File: src/rtl/mem_arbiter.sv
// Round-robin arbiter sharing one single-port data memory between NCORES cores.
// Each granted access runs IDLE -> ACCESS (MEM_LAT+1 cycles) -> ACK (one acq pulse).
module mem_arbiter #(
  parameter int NCORES  = 4,
  parameter int MEM_LAT = 1
) (
  input  logic                CLK,
  input  logic                RST_N,
  input  logic [NCORES-1:0]   req_rd,
  input  logic [NCORES-1:0]   req_wr,
  input  logic [8*NCORES-1:0] core_addr,
  input  logic [8*NCORES-1:0] core_wdata,
  output logic [NCORES-1:0]   acq,
  output logic [7:0]          core_rdata,
  output logic [7:0]          mem_addr,
  output logic [7:0]          mem_wdata,
  output logic                mem_we,
  input  logic [7:0]          mem_rdata,
  output logic                busy,
  output logic [2:0]          grant_id
);

  typedef enum logic [1:0] {
    IDLE,
    ACCESS,
    ACK
  } state_t;

  state_t      state, state_nx;
  logic [2:0]  rr_ptr;
  logic [2:0]  lat_cnt;
  logic        wr_q;
  logic        lat_done;

  logic        any_req;
  logic [2:0]  win;
  logic [3:0]  cand_sum;
  logic [7:0]  req_v;
  logic [7:0]  wr_v;
  logic [7:0]  addr_arr  [8];
  logic [7:0]  wdata_arr [8];

  // Per-core request/address/data unpacked into fixed 8-entry tables so the
  // 3-bit grant index selects them without width juggling.
  always_comb begin
    req_v = '0;
    wr_v  = '0;
    for (int unsigned i = 0; i < 8; i++) begin
      addr_arr[i]  = '0;
      wdata_arr[i] = '0;
    end
    for (int unsigned i = 0; i < NCORES; i++) begin
      req_v[i]     = req_rd[i] | req_wr[i];
      wr_v[i]      = req_wr[i];
      addr_arr[i]  = core_addr[8*i +: 8];
      wdata_arr[i] = core_wdata[8*i +: 8];
    end
  end

  // First requester at or after rr_ptr, wrapping modulo NCORES.
  always_comb begin
    any_req  = 1'b0;
    win      = '0;
    cand_sum = '0;
    for (int unsigned i = 0; i < NCORES; i++) begin
      cand_sum = {1'b0, rr_ptr} + 4'(i);
      if (cand_sum >= 4'(NCORES)) begin
        cand_sum = cand_sum - 4'(NCORES);
      end
      if (!any_req && req_v[cand_sum[2:0]]) begin
        any_req = 1'b1;
        win     = cand_sum[2:0];
      end
    end
  end

  assign lat_done = (lat_cnt == 3'(MEM_LAT));

  always_ff @(posedge CLK or negedge RST_N) begin
    if (!RST_N) begin
      state <= IDLE;
    end else begin
      state <= state_nx;
    end
  end

  always_comb begin
    state_nx = state;
    busy     = 1'b0;
    mem_we   = 1'b0;
    acq      = '0;
    unique case (state)
      IDLE: begin
        if (any_req) begin
          state_nx = ACCESS;
        end
      end
      ACCESS: begin
        busy   = 1'b1;
        mem_we = wr_q && (lat_cnt == '0);
        if (lat_done) begin
          state_nx = ACK;
        end
      end
      ACK: begin
        busy = 1'b1;
        for (int unsigned i = 0; i < NCORES; i++) begin
          acq[i] = (grant_id == 3'(i));
        end
        state_nx = IDLE;
      end
      default: state_nx = IDLE;
    endcase
  end

  always_ff @(posedge CLK or negedge RST_N) begin
    if (!RST_N) begin
      grant_id   <= '0;
      rr_ptr     <= '0;
      lat_cnt    <= '0;
      wr_q       <= 1'b0;
      mem_addr   <= '0;
      mem_wdata  <= '0;
      core_rdata <= '0;
    end else begin
      unique case (state)
        IDLE: begin
          if (any_req) begin
            grant_id  <= win;
            mem_addr  <= addr_arr[win];
            mem_wdata <= wdata_arr[win];
            wr_q      <= wr_v[win];
            lat_cnt   <= '0;
          end
        end
        ACCESS: begin
          lat_cnt <= lat_cnt + 3'd1;
          if (lat_done && !wr_q) begin
            core_rdata <= mem_rdata;
          end
        end
        ACK: begin
          rr_ptr <= (grant_id == 3'(NCORES - 1)) ? '0 : grant_id + 3'd1;
        end
        default: ;
      endcase
    end
  end

endmodule

File: config.mk
export PLATFORM = sky130hd
export DESIGN_NAME = mem_arbiter
export DESIGN_NICKNAME = d
export VERILOG_FILES = /design/src/rtl/mem_arbiter.sv
export SDC_FILE = /design/constraint.sdc
export NUM_CORES = 1
export LEC_CHECK = 0
export ABC_AREA = 1
export ABC_CLOCK_PERIOD_IN_PS = 3400
export CORE_ASPECT_RATIO = 0.6
export CORE_MARGIN = 5
export CORE_UTILIZATION = 62
export CTS_BUF_LIST = sky130_fd_sc_hd__clkbuf_8
export CTS_CLUSTER_DIAMETER = 120
export CTS_CLUSTER_SIZE = 24
export DETAILED_ROUTE_END_ITERATION = 10
export DONT_BUFFER_PORTS = 1
export PLACE_DENSITY = 0.78
export SLEW_MARGIN = 40
export SYNTH_ARGS = -nofsm -noshare
export SYNTH_HDL_FRONTEND = slang
export SYNTH_SLANG_ARGS = --single-unit
export TNS_END_PERCENT = 50
File: constraint.sdc
create_clock -name CLK -period 3.4 [get_ports CLK]
set_input_delay 0.51 -clock CLK [delete_from_list [all_inputs] [get_ports CLK]]
set_output_delay 0.51 -clock CLK [all_outputs]
set_load 0.05 [all_outputs]
**Word-level counts from Yosys, hierarchy flattened**

Index checks and enable logic that the tools add are counted.

- Register bits: 36
- Input port bits: 82
- Output and inout bits: 33
- Logic and storage cells: 95

- $add $sub $neg: 9
- Order comparisons: 10
- Eq/ne operators: 8
- Mux-type cells: 37
- Bitwise logic cells: 5
- Reductions and logical operators: 18

Operators with widths:

| operator | count |
|---|---|
| $bmux 8 s3 | 2 |
| $mux 8 | 4 |
| $mux 3 | 10 |
| $lt 3x4->1 const B | 5 |
| $bmux 1 s3 | 5 |
| $ge 4x3->1 const B | 3 |
| $sub 3x3->3 const B | 4 |
| $mux 1 | 11 |
| $add 3x2->4 const B | 2 |
| $reduce_and 2->1 | 4 |
| $add 3x1->3 const B | 2 |
| $eq 3x1->1 const B | 2 |
| $eq 3x2->1 const B | 2 |
| $logic_not 3->1 | 2 |
| $pmux 3 s2 | 1 |
| $logic_and 1x1->1 | 5 |
| $add 3x1->4 const B | 1 |
| $ge 4x4->1 const B | 1 |
| $logic_not 1->1 | 4 |
| $mux 2 | 2 |
| $mux 4 | 1 |
| $ne 2x2->1 const B | 2 |
| $not 3->4 | 1 |
| $or 1x1->1 | 4 |
| other kinds (7) | 7 |

**Logic depth before layout (Yosys ltp)**

- Depth in word-level cells: 18
- Depth in mapped cells: 18
- Gate-level depth less buffers: 15

**Worst setup path after synthesis**

Ideal clock, no wire load.

- Path type: register -> register
- Start: register rr_ptr[0]
- End: register mem_addr[7]
- Library setup time: 0.125 ns
- Arrival: 2.020 ns
- Data required time: 3.275 ns
- Setup slack: 1.255 ns
- Cell stages (with the launch flop): 17
- Clock period less this slack: 2.145 ns
- Cell sequence: dfrtp_1 -> buf_6 -> inv_6 -> ha_1 -> inv_1 -> nand2_1 -> inv_2 -> nor2_4 -> nand2_2 -> nand2_1 -> nand2_2 -> nand3_2 -> buf_6 -> buf_6 -> or2_0 -> nand3_1 -> nand3_1

- Word-level cells in the longest chain between the ends: 18

RTL lines:

| what | line | source |
|---|---|---|
| start: declaration | 30 | `logic [2:0] rr_ptr;` |
| start signal: assignment | 143 | `rr_ptr <= (grant_id == 3'(NCORES - 1)) ? '0 : grant_id + 3'd1;` |
| parallel branches: the longest is 18 deep, another holds $add 3x1->4 | n/a |  |
| end signal: assignment | 130 | `mem_addr <= addr_arr[win];` |
| end: declaration | 15 | `output logic [7:0] mem_addr,` |

Parallel ways; which one is timed is not known. The select of a mux whose other input is x is not followed.
A chain may end at the register's enable or synchronous reset.

**Worst setup path in the final report**

- Start: register rr_ptr[0]
- End: register mem_addr[3]

Same word-level chain as after synthesis.

==> results.md <==
### Run
• 0 — max-cap check violation count

### Critical path
• 44 — critical-path maximum fanout
• 590 ps — maximum single-stage delay on the critical path
• register — startpoint class of the critical path
• mem_addr[3] — worst flop-to-flop path endpoint
• inv_6 -> ha_1 -> inv_1 -> nand2_1 -> inv_2 -> nor2_4 -> nand2_2 -> nand2_1 -> nand2_2 -> nand3_2 -> buf_12 -> or2_2 -> nand3_1 -> nand3_1 — chain of cells forming the critical path
• 3130 ps — signal arrival time at the worst endpoint
• 4 — buffering stage count on the worst path with inverters included
• register — element type at the critical path end
• rr_ptr[0] — worst reg2reg startpoint
• 3590 ps — required time of the critical path
• register to register — WS Path Type
• simple AND/OR/NAND/NOR gates — kind of cell with the highest combined delay on the critical path
• 460 ps — flop-to-flop setup slack
• dfrtp_1 — slowest library cell on the worst path
• 14 — R2R depth

### Route
• 14.0 um — routed wirelength normalized by instance count
• 5.40 — Vias per Instance
• 0 — DRC violation count after routing
• 4 — drt first pass iters
• 2392 — total number of vias
• 176 — drt first-iter violations
• 0 — number of nets still failing antenna checks after routing
• 6220 um — overall routed net length

### Floorplan
• 18 — site row count
• 115 — Ports
• 5750 sq um — Total Die Area
• 4120 sq um — Core Footprint
• 64.7% — initial core utilization
• 94.7 um — Die X
• 60.8 um — Vert. Die Dim

### Clocking
• 300 ps — clock latency on the worst-skew pair
• 0 — number of instances resized during post-cts repair
• 2 — H-tree levels
• 2 — Longest Clk Path Bufs
• 5 — cts bufs inserted
• built — CTS tree
• 70 ps — register clock-pin slew on the reported worst setup and hold paths
• clkbuf_8 — root buffer cell
• 36 — TritonCTS Sinks

### STA
• 3.26 ps — worst-case clock skew
• 0 — count of pins over their slew limit
• 0 ps — summed negative setup slack over all endpoints
• 86.5% — final worst path period share
• 0 — final-report setup violation count
• false — setup repair after global routing missed its margin
• 0.340 GHz — highest clock rate
• 0 — count of endpoints failing hold in the final timing report
• 885 ps — transition time of the tightest slew-check pin
• 40.8% — Slew Limit Headroom
• 32.9 ps — minimum hold slack
• 2940 ps — minimum clock period

### Synthesis
• 477 — number of nets produced by synthesis
• 24 — number of distinct standard cells referenced by the synthesized netlist
• 2670 sq um — total standard cell area after synthesis
• 382 — number of standard cells after synthesis
• dfrtp_1 — Synth area leader
• 0 — Yosys warnings
• 33.8% — sequential cell area fraction in the yosys report
• 33.8% — top-area cell type share of the netlist area
• dfrtp_1 (34%), nand2_1 (14%), nand3_1 (11%), inv_1 (9.4%), ha_1 (6.1%) — largest cells by area after synthesis
• 36 — number of storage elements in the synthesis netlist
• 6.98 sq um — per-instance average area after synthesis

### GRT
• 0 — GRT Residual Overflow
• 45 — pin count of the biggest net entering global routing
• 2143 — via count of the first global-routing pass
• 21.5% — aggregate global-route resource usage
• 9690 um — first-pass GRT wire length
• 0 — number of antenna violations at the first check in global routing

### Layout
• 477 — nets
• nand2_1 — most common cell after layout, fill and taps aside
• 14.1% — proportion of layout cells with a drive suffix above 1
• nand2_1 (96), inv_1 (67), nand3_1 (58), dfrtp_1 (36) — most frequent cells in the layout
• 6.66% — Layout area overhead
• 0 — ant diodes
• 355 — filler cell count

### Placed design
• 4830 um — post-detail-place hpwl
• 0 — total of buffers placed on input and output ports
• 0.918 — RD Place Congestion

### Pwr
• 1.56 nW — LEAKAGE
• 0.000719 V — VDD IR max
• 1270 nW/um^2 — total power per unit cell area

### Hold path
• input pin to asynchronous set/reset pin — path type of the worst min-delay path

### Run status
• finished clean — result of the run

[state kept, by name, indices dropped and copies added (netlist names)]
register / count
lat_cnt: 3
state: 2
mem_wdata: 8
grant_id: 3
rr_ptr: 3
mem_addr: 8
core_rdata: 8
wr_q: 1
[per-layer routing]
metal | wire length, um | GRT usage, %
met2 | 2830 | 32.3
met3 | 579 | 6.69
met5 | 0 | 0
met4 | 36 | 5.13
met1 | 2770 | 30.6
[power by group]
group	leakage, nW	internal [mW]	switching (mW)
combinational	1.07	0.667	1.21
clock	0.0541	0.217	0.163
sequential	0.441	0.633	0.727
[worst max-delay path by stage]
stage	startpoint	end	slack, ps	cells after the start
2_1_floorplan	rr_ptr[0]	mem_addr[7]	1250	16
3_3_place_gp	rr_ptr[0]	mem_addr[7]	580	14
3_5_place_dp	rr_ptr[0]	mem_addr[3]	520	14
4_1_cts	rr_ptr[0]	mem_addr[3]	510	14
5_1_grt	rr_ptr[0]	mem_addr[1]	260	14
6_report	rr_ptr[0]	mem_addr[3]	460	14
[synth_stat cells (all sizes together)]
cell and n:
buf 13, or2 22, a21oi 3, nand3 63, nand2 102, nand4 16
inv 71, clkbuf 1, dfrtp 36, ha 13, nor2 21, mux2 8
o21ai 12, nand3b 1
[stage by stage]
stage	cells	utilization, %	cell area (sq um)	setup WS (ps)	total power [mW]
final	443	69.0	2840	458	3.61
after global routing	443	69.0	2840	255	3.90
after CTS	443	68.9	2840	512	3.61
after detailed placement	434	65.8	2710	521	3.22
after global placement	434	65.6	2710	583	3.18
after floorplan	382	-	2670	1250	2.91
[timing repair]
action	in CTS	in global routing
buffers inserted	0	0
hold buffers	1	0
hold endpoints to repair	36	0
[logic make-up after synthesis]
group	after synthesis	share of synthesized area [%]
AND/OR/NAND/NOR	225	40.2
AO/OA/AOI/OAI	15	2.82
multiplexers	8	3.38
adder cells (fa/ha/maj)	13	6.10
buffers and inverters	85	13.7
flip-flops	36	33.8
[worst register-to-register path, cell delays in order, from the launching register on]
cell     delay [ps]
dfrtp_1         590
inv_6            80
ha_1            350
inv_1           140
nand2_1         110
inv_2            80
nor2_4           40
nand2_2         100
nand2_1          90
nand2_2         220
nand3_2         320
buf_12          270
or2_2           290
nand3_1          90
nand3_1          60
[cell type report]
cell class	count	area [sq um]	area share (%)
inverter	71	272	9.55
clock inverter	3	42.5	1.50
timing repair buffer	7	77.6	2.73
sequential	36	901	31.7
multi-input combinational	261	1410	49.5
clock buffer	5	68.8	2.42
tap	60	75.1	2.64
Power figures use the tool's default switching activity.
